==> src/rtl/bus_select_arbiter.sv <==
// Registered bus-source arbiter: fixed-priority or round-robin selection with a
// grant lock for multi-cycle transfers and a saturating multi-request counter.
module bus_select_arbiter #(
    parameter int N_SRC     = 24,
    parameter int SEL_W     = 5,
    parameter int IDLE_CODE = 31,
    parameter int CNT_W     = 8
) (
    input  logic             clk,
    input  logic             clr,
    input  logic [N_SRC-1:0] src_out,
    input  logic             rr_mode,
    input  logic             hold,
    output logic [SEL_W-1:0] encode_select,
    output logic             sel_valid,
    output logic             conflict,
    output logic [CNT_W-1:0] conflict_cnt
);

    typedef enum logic [1:0] {
        IDLE  = 2'd0,
        DRIVE = 2'd1,
        LOCK  = 2'd2
    } state_t;

    state_t           state, state_nxt;
    logic [SEL_W-1:0] grant, grant_nxt;
    logic [SEL_W-1:0] rr_ptr;
    logic [SEL_W-1:0] fixed_cand, rr_cand, cand;
    logic             any_req, multi_req, keep_lock, grant_issue;

    assign any_req   = |src_out;
    assign multi_req = (src_out & (src_out - N_SRC'(1))) != '0;

    // Descending scan so the lowest asserted index is the last one written.
    always_comb begin
        fixed_cand = '0;
        for (int i = N_SRC - 1; i >= 0; i--) begin
            if (src_out[SEL_W'(i)]) fixed_cand = SEL_W'(i);
        end
    end

    // Search starts just above rr_ptr; k = N_SRC lands back on rr_ptr itself.
    always_comb begin
        int   idx;
        logic found;
        rr_cand = rr_ptr;
        found   = 1'b0;
        idx     = 0;
        for (int k = 1; k <= N_SRC; k++) begin
            idx = int'(rr_ptr) + k;
            if (idx >= N_SRC) idx = idx - N_SRC;
            if (!found && src_out[SEL_W'(idx)]) begin
                rr_cand = SEL_W'(idx);
                found   = 1'b1;
            end
        end
    end

    assign cand        = rr_mode ? rr_cand : fixed_cand;
    assign keep_lock   = (state == LOCK) && hold && src_out[grant];
    assign grant_issue = !keep_lock && any_req;

    always_comb begin
        state_nxt = state;
        grant_nxt = grant;
        if (keep_lock) begin
            state_nxt = LOCK;
        end else if (!any_req) begin
            state_nxt = IDLE;
        end else begin
            grant_nxt = cand;
            // A hold seen in IDLE only opens a grant; locking needs an existing one.
            state_nxt = (state != IDLE && hold) ? LOCK : DRIVE;
        end
    end

    always_ff @(posedge clk or posedge clr) begin
        if (clr) begin
            state         <= IDLE;
            grant         <= '0;
            rr_ptr        <= SEL_W'(N_SRC - 1);
            encode_select <= SEL_W'(IDLE_CODE);
            sel_valid     <= 1'b0;
            conflict      <= 1'b0;
            conflict_cnt  <= '0;
        end else begin
            state         <= state_nxt;
            grant         <= grant_nxt;
            if (grant_issue) rr_ptr <= cand;
            encode_select <= (state_nxt == IDLE) ? SEL_W'(IDLE_CODE) : grant_nxt;
            sel_valid     <= (state_nxt != IDLE);
            conflict      <= multi_req;
            if (multi_req && conflict_cnt != '1) conflict_cnt <= conflict_cnt + 1'b1;
        end
    end

endmodule

==> config.mk <==
export PLATFORM = sky130hd
export DESIGN_NAME = bus_select_arbiter
export DESIGN_NICKNAME = d
export VERILOG_FILES = /design/src/rtl/bus_select_arbiter.sv
export SDC_FILE = /design/constraint.sdc
export NUM_CORES = 1
export LEC_CHECK = 0
export BUFFER_PORTS_ARGS = -buffer_cell sky130_fd_sc_hd__clkbuf_2
export CORE_MARGIN = 3
export CORE_UTILIZATION = 45
export CTS_BUF_LIST = sky130_fd_sc_hd__clkbuf_8 sky130_fd_sc_hd__clkbuf_16
export DETAILED_ROUTE_END_ITERATION = 6
export HOLD_SLACK_MARGIN = 0.05
export PLACE_DENSITY = 0.7
export SETUP_SLACK_MARGIN = 0.1
export SLEW_MARGIN = 15
export SYNTH_ARGS = -nofsm -noshare
export SYNTH_HDL_FRONTEND = slang
export SYNTH_SLANG_ARGS = --single-unit
export TNS_END_PERCENT = 100
==> constraint.sdc <==
create_clock -name clk -period 6.5 [get_ports clk]
set_clock_uncertainty 0.1 [all_clocks]
set_input_delay 0 -clock clk [delete_from_list [all_inputs] [get_ports clk]]
set_output_delay 0 -clock clk [all_outputs]
set_load 0.03 [all_outputs]
Word level (Yosys, flattened, before mapping)
Index checks and enable logic that the tools add are counted.
{"block": "op_classes", "mul": 0, "order_cmp": 49, "muxes": 168, "n_addsub": 50, "bitwise_logic": 1, "shift": 0, "reduce_logical": 57, "n_div": 0, "eq_ne": 2}
{"operator": "two-way mux 5 bit", "n": 68}
{"operator": "< comparator 5 x 7 -> 1 bit, second input constant", "n": 24}
{"operator": ">= comparator 6 x 5 -> 1 bit, second input constant", "n": 24}
{"operator": "binary-select mux 1 bit (select 5 bit)", "n": 25}
{"operator": "subtractor 5 bit, second input constant", "n": 24}
{"operator": "two-way mux 1 bit", "n": 72}
{"operator": "adder 5 x 5 -> 6 bit, second input constant", "n": 9}
{"operator": "adder 5 x 4 -> 6 bit, second input constant", "n": 8}
{"operator": "logical AND 1 bit", "n": 28}
{"operator": "adder 5 x 3 -> 6 bit, second input constant", "n": 4}
{"operator": "bitwise AND 24 bit", "n": 1}
{"operator": "logical NOT 1 bit", "n": 24}
{"operator": "nonzero test 24 bit", "n": 1}
{"operator": "OR reduction 24 bit", "n": 1}
{"operator": "subtractor 24 x 1 -> 24 bit, second input constant", "n": 1}
{"operator": "adder 5 x 2 -> 6 bit, second input constant", "n": 2}
{"operator": "adder 8 x 1 -> 8 bit, second input constant", "n": 1}
{"operator": "inequality test 8 bit, second input constant", "n": 1}
{"operator": "adder 5 x 1 -> 6 bit, second input constant", "n": 1}
{"operator": "< comparator 5 x 6 -> 1 bit, second input constant", "n": 1}
{"operator": "two-way mux 2 bit", "n": 3}
{"operator": "nonzero test 2 bit", "n": 2}
{"operator": "equality test 2 bit, second input constant", "n": 1}
{"operator": "logical NOT 2 bit", "n": 1}
{"block": "totals", "ramBits": 0, "reg_bits": 27, "wordCells": 334, "latch_bits": 0, "romBits": 0, "input_bits": 28, "memories": 0}

Logic depth before layout (Yosys ltp)
{"block": "logic_depth", "depth_word": 80, "ltp_mapped": 24}

Worst setup path after synthesis
Ideal clock, no wire load.
{"block": "synth_timing", "kind": "register to register", "from": "register rr_ptr[1]", "to": "register rr_ptr[0]", "stages_incl_launch_ff": 23, "synth_period_minus_slack_ps": 5450, "setup_time_ps": 85, "arrival_ps": 5265, "n_path_buf": 9, "path_slack_ps": 1050, "required_ps": 6315, "cell_sequence": "dfstp_2 buf_6 buf_8 buf_8 buf_6 clkbuf_1 inv_1 ha_1 buf_6 buf_6 buf_6 mux4_2 mux2i_4 a21oi_1 a211o_2 a221o_2 or3b_1 buf_6 nor4_4 a21oi_1 and3_1 or3b_1 o2111ai_1"}
{"block": "synth_via", "elab_chain_len": 77, "elab_cells_between_ends": 262}
{"element": "from (decl)", "line": "28", "source": "logic [SEL_W-1:0] rr_ptr;"}
{"element": "from (signal assigned)", "line": "82", "source": "rr_ptr <= SEL_W'(N_SRC - 1);"}
{"element": "from (signal assigned)", "line": "90", "source": "if (grant_issue) rr_ptr <= cand;"}
{"element": "adder 5 x 1 -> 6 bit", "line": "51", "source": "idx = int'(rr_ptr) + k;"}
{"element": "subtractor 5 bit or >= comparator 6 x 5 -> 1 bit (tied branches)", "line": "52", "source": "if (idx >= N_SRC) idx = idx - N_SRC;"}
{"element": "two-way mux 5 bit", "line": "52"}
{"element": "binary-select mux 1 bit (select 5 bit)", "line": "53", "source": "if (!found && src_out[SEL_W'(idx)]) begin"}
{"element": "two-way mux 1 bit (not written as such) (2 in a row)", "line": "53"}
{"element": "two-way mux 1 bit", "line": "53"}
{"element": "logical NOT 1 bit", "line": "53"}
{"element": "logical AND 1 bit", "line": "53"}
{"element": "[60 not listed]"}
{"element": "two-way mux 1 bit", "line": "53"}
{"element": "logical NOT 1 bit", "line": "53"}
{"element": "logical AND 1 bit", "line": "53"}
{"element": "two-way mux 1 bit", "line": "53"}
{"element": "logical NOT 1 bit", "line": "53"}
{"element": "logical AND 1 bit", "line": "53"}
{"element": "two-way mux 5 bit (*)", "line": "53"}
{"element": "two-way mux 5 bit (*)", "line": "60", "source": "assign cand = rr_mode ? rr_cand : fixed_cand;"}
Every way passes the cells marked *; elsewhere a longest branch is shown, timed or not. The select of a mux whose other input is x is not followed.
A chain may end at the register's enable or synchronous reset.

Worst setup path in the final report
{"block": "layout_timing", "from": "register rr_ptr[2]", "to": "register encode_select[3]"}
{"block": "layout_via", "elab_chain_len": 80, "elab_cells_between_ends": 265}
{"element": "adder 5 x 1 -> 6 bit", "line": "51"}
{"element": "subtractor 5 bit or >= comparator 6 x 5 -> 1 bit (tied branches)", "line": "52"}
{"element": "two-way mux 5 bit", "line": "52"}
{"element": "binary-select mux 1 bit (select 5 bit)", "line": "53"}
{"element": "two-way mux 1 bit (not written as such) (2 in a row)", "line": "53"}
{"element": "two-way mux 1 bit", "line": "53"}
{"element": "logical NOT 1 bit", "line": "53"}
{"element": "logical AND 1 bit", "line": "53"}
{"element": "[64 not listed]"}
{"element": "logical NOT 1 bit", "line": "53"}
{"element": "logical AND 1 bit", "line": "53"}
{"element": "two-way mux 5 bit (*)", "line": "53"}
{"element": "two-way mux 5 bit (*)", "line": "60"}
{"element": "two-way mux 5 bit (*)", "line": "69", "source": "end else if (!any_req) begin"}
{"element": "two-way mux 5 bit (*)", "line": "67", "source": "if (keep_lock) begin"}
{"element": "named net grant_nxt[3]", "line": "27", "source": "logic [SEL_W-1:0] grant, grant_nxt;"}
{"element": "two-way mux 5 bit (*)", "line": "91", "source": "encode_select <= (state_nxt == IDLE) ? SEL_W'(IDLE_CODE) : grant_nxt;"}
{"element": "to (signal assigned)", "line": "83", "source": "encode_select <= SEL_W'(IDLE_CODE);"}
{"element": "to (signal assigned)", "line": "91"}
{"element": "to (decl)", "line": "14", "source": "output logic [SEL_W-1:0] encode_select,"}
The timed path passes the listed nets; every way through them passes the cells marked *. The select of a mux whose other input is x is not followed.

==> out/results.ini <==
[clock_tree]
clockRootBuffer = clkbuf_16
cts_setup_buffers = 0
cts.repair.resized = 0
clockBufferDepth = 2
cts-htree-levels = 1
cts_sinks = 27
cts_hold_buf = 3
numCtsBuffers = 3
clk_latency_ns = 0.26
cts_tree = done
path_clk_slew_ns = 0.07

[route]
wl_per_cell_microns = 25.1
drt_pass1_iterations = 6
drc = 0
viasPerCell = 7.16
drt_iter0_drc = 1042
drt-total-wl_microns = 31700
antenna_left = 0
vias = 9055

[critical_path]
worstPathCellList = buf_4 -> ha_1 -> buf_4 -> xnor2_1 -> inv_1 -> ha_1 -> and3b_1 -> nor4_1 -> o21ai_0 -> a32oi_2 -> nand2b_1 -> nor3b_2 -> o31ai_1 -> a21oi_2 -> nor3_1 -> a311oi_2 -> a21oi_2 -> nand2b_1
crit_arrival_ns = 5.97
crit_path_end_kind = flop
worst-path-buf-inv = 3
cp_data_required_time_ns = 6.59
path_class = reg -> reg
start_kind = flop
critPathTopFamily = compound AO/OA/AOI/OAI gates
worstRegToRegCells = 18
cp_max_fo = 22
crit_path_start = rr_ptr[2]
slowest_stage = nor4_1
r2r_start = rr_ptr[2]
cpPeakStageDelay_ns = 0.69
cp.depth = 18

[synth]
synth_cells = 1046
netlist_area_sq_mm = 0.00820
postSynthAreaPerCell_sq_um = 7.84
ys_types = 113
synthArstFlopShare = 1.00
synth_nets = 1099
synth_warnings = 0
ys_seq_elements = 27
ys.flop_type = dfrtp_1
seq_area_frac_synth = 0.0837
synth_edf_count = 0

[die]
die_width_microns = 141
die_y_microns = 141
die_area_sq_mm = 0.0199
start_util = 0.466
num_rows = 48
pin_count = 43
core_area_sq_mm = 0.0176

[layout]
layout.cells.non_filler = 1264
final_cell_mix = nor2_1 (76), a21oi_1 (69), nand2_1 (67), nor3_1 (63)
register_area_sq_um = 687
final_common_cell = nor2_1
fin_nets = 1093
finalInstanceArea_sq_mm = 0.00859
drive_above_1_share = 0.185
n_fill_cell = 1735
num_antenna_cells = 0
areaGrowthSynthToFinish_pct = 4.67
multiInputGateArea_sq_mm = 0.00699

[hold_path]
min_path_cells = 3
min_path_type = in -> reg
worstHoldStart = src_out[19]

[run_status]
status = finished clean

[timing]
rsz0062_at_grt = false
tns_ns = 0
post-route-period-util = 0.905
tightest_slew_ns = 1.10
slew_headroom = 0.269
finalCriticalPeriod_ns = 5.88
hold_violations = 0
finalSetupViolCount = 0
slew_violations = 0
max_freq_mhz = 170

[place]
port_buffers = 42
place.gp.congestion = 1.11
placed_cells = 1257
placed_cell_area_sq_mm = 0.00847
hpwl_microns = 24200

[global_route]
grt_pass1_wl_microns = 48500
grt_usage = 0.309
grt_pass1_vias = 8133
grt_overflow_total = 0
antenna_found_initial = 0
grt_max_degree = 47

[flow_run]
drv_cap = 0

metrics by stage:
stage	hold WS [ns]	setup slack, ns	util
global route	0.193	0.329	0.488
floorplan	-0.0540	1.05	-
CTS	0.141	0.701	0.488
global placement	0.150	0.723	0.482
detailed placement	0.162	0.742	0.482
finish	0.149	0.619	0.488
worst register-to-register path: stages (launching register included):
cell	delay [ns]
dfstp_2	0.53
buf_4	0.35
ha_1	0.26
buf_4	0.20
xnor2_1	0.27
inv_1	0.23
ha_1	0.26
and3b_1	0.17
nor4_1	0.69
o21ai_0	0.30
a32oi_2	0.53
nand2b_1	0.23
nor3b_2	0.43
o31ai_1	0.22
a21oi_2	0.27
nor3_1	0.11
a311oi_2	0.42
a21oi_2	0.11
nand2b_1	0.15
routing by layer:
| metal | up-vias | part of all wire | GRT usage |
|---|---|---|---|
| met5 | - | 0 | 0 |
| li1 | 4075 | - | - |
| met1 | 4248 | 0.41 | 0.428 |
| met2 | 620 | 0.42 | 0.456 |
| met4 | 0 | 0.051 | 0.123 |
| met3 | 112 | 0.12 | 0.0814 |
cell type report:
class                      instances  area share
sequential                        27      0.0800
tap                              225      0.0328
multi-input combinational        911       0.815
clock inverter                     1    0.000874
inverter                          24      0.0105
timing repair buffer              73      0.0525
clock buffer                       3     0.00874
Yosys cell counts (14+ instances only):
cell      number  area, sq um
nor2_1        76          285
a21oi_1       69          345
nand2_1       67          251
nor3_1        63          315
mux2i_1       50          500
o21ai_0       50          250
clkbuf_1      46          173
mux4_2        35          788
nand3_1       32          160
xnor2_1       32          280
ha_1          25          313
inv_1         22         82.6
nand2b_1      22          138
dfrtp_1       18          450
mux2_2        16          180
buf_2         15         75.1
a31oi_1       14         87.6
and3_1        14         87.6
cell families after synthesis:
logic type	Yosys count	share of synthesized area
xor gates and xnor gates	38	0.0438
and+or+nand+nor	413	0.283
muxes	112	0.206
adders and majority gates	28	0.0418
AOI/OAI and AO/OA	320	0.278
DFF	27	0.0837
buffers and inverters	108	0.0645
state kept, by name (all words and copies together) (netlist names):
name           flops
state              2
conflict_cnt       8
rr_ptr             5
conflict           1
encode_select      5
sel_valid          1
grant              5
path summary, 6_finish.rpt:
check | to | slack [ns]
max | encode_select[3] | 0.62
min | conflict | 0.15
max reg2reg | encode_select[3] | 0.62
min reg2reg | conflict_cnt[6] | 0.40
max in group asynchronous | state[0] | 5.30
min in group asynchronous | rr_ptr[3] | 0.40
Power is not shown: default switching activity piles up to over one toggle a cycle in this logic, so the estimate is an artifact.
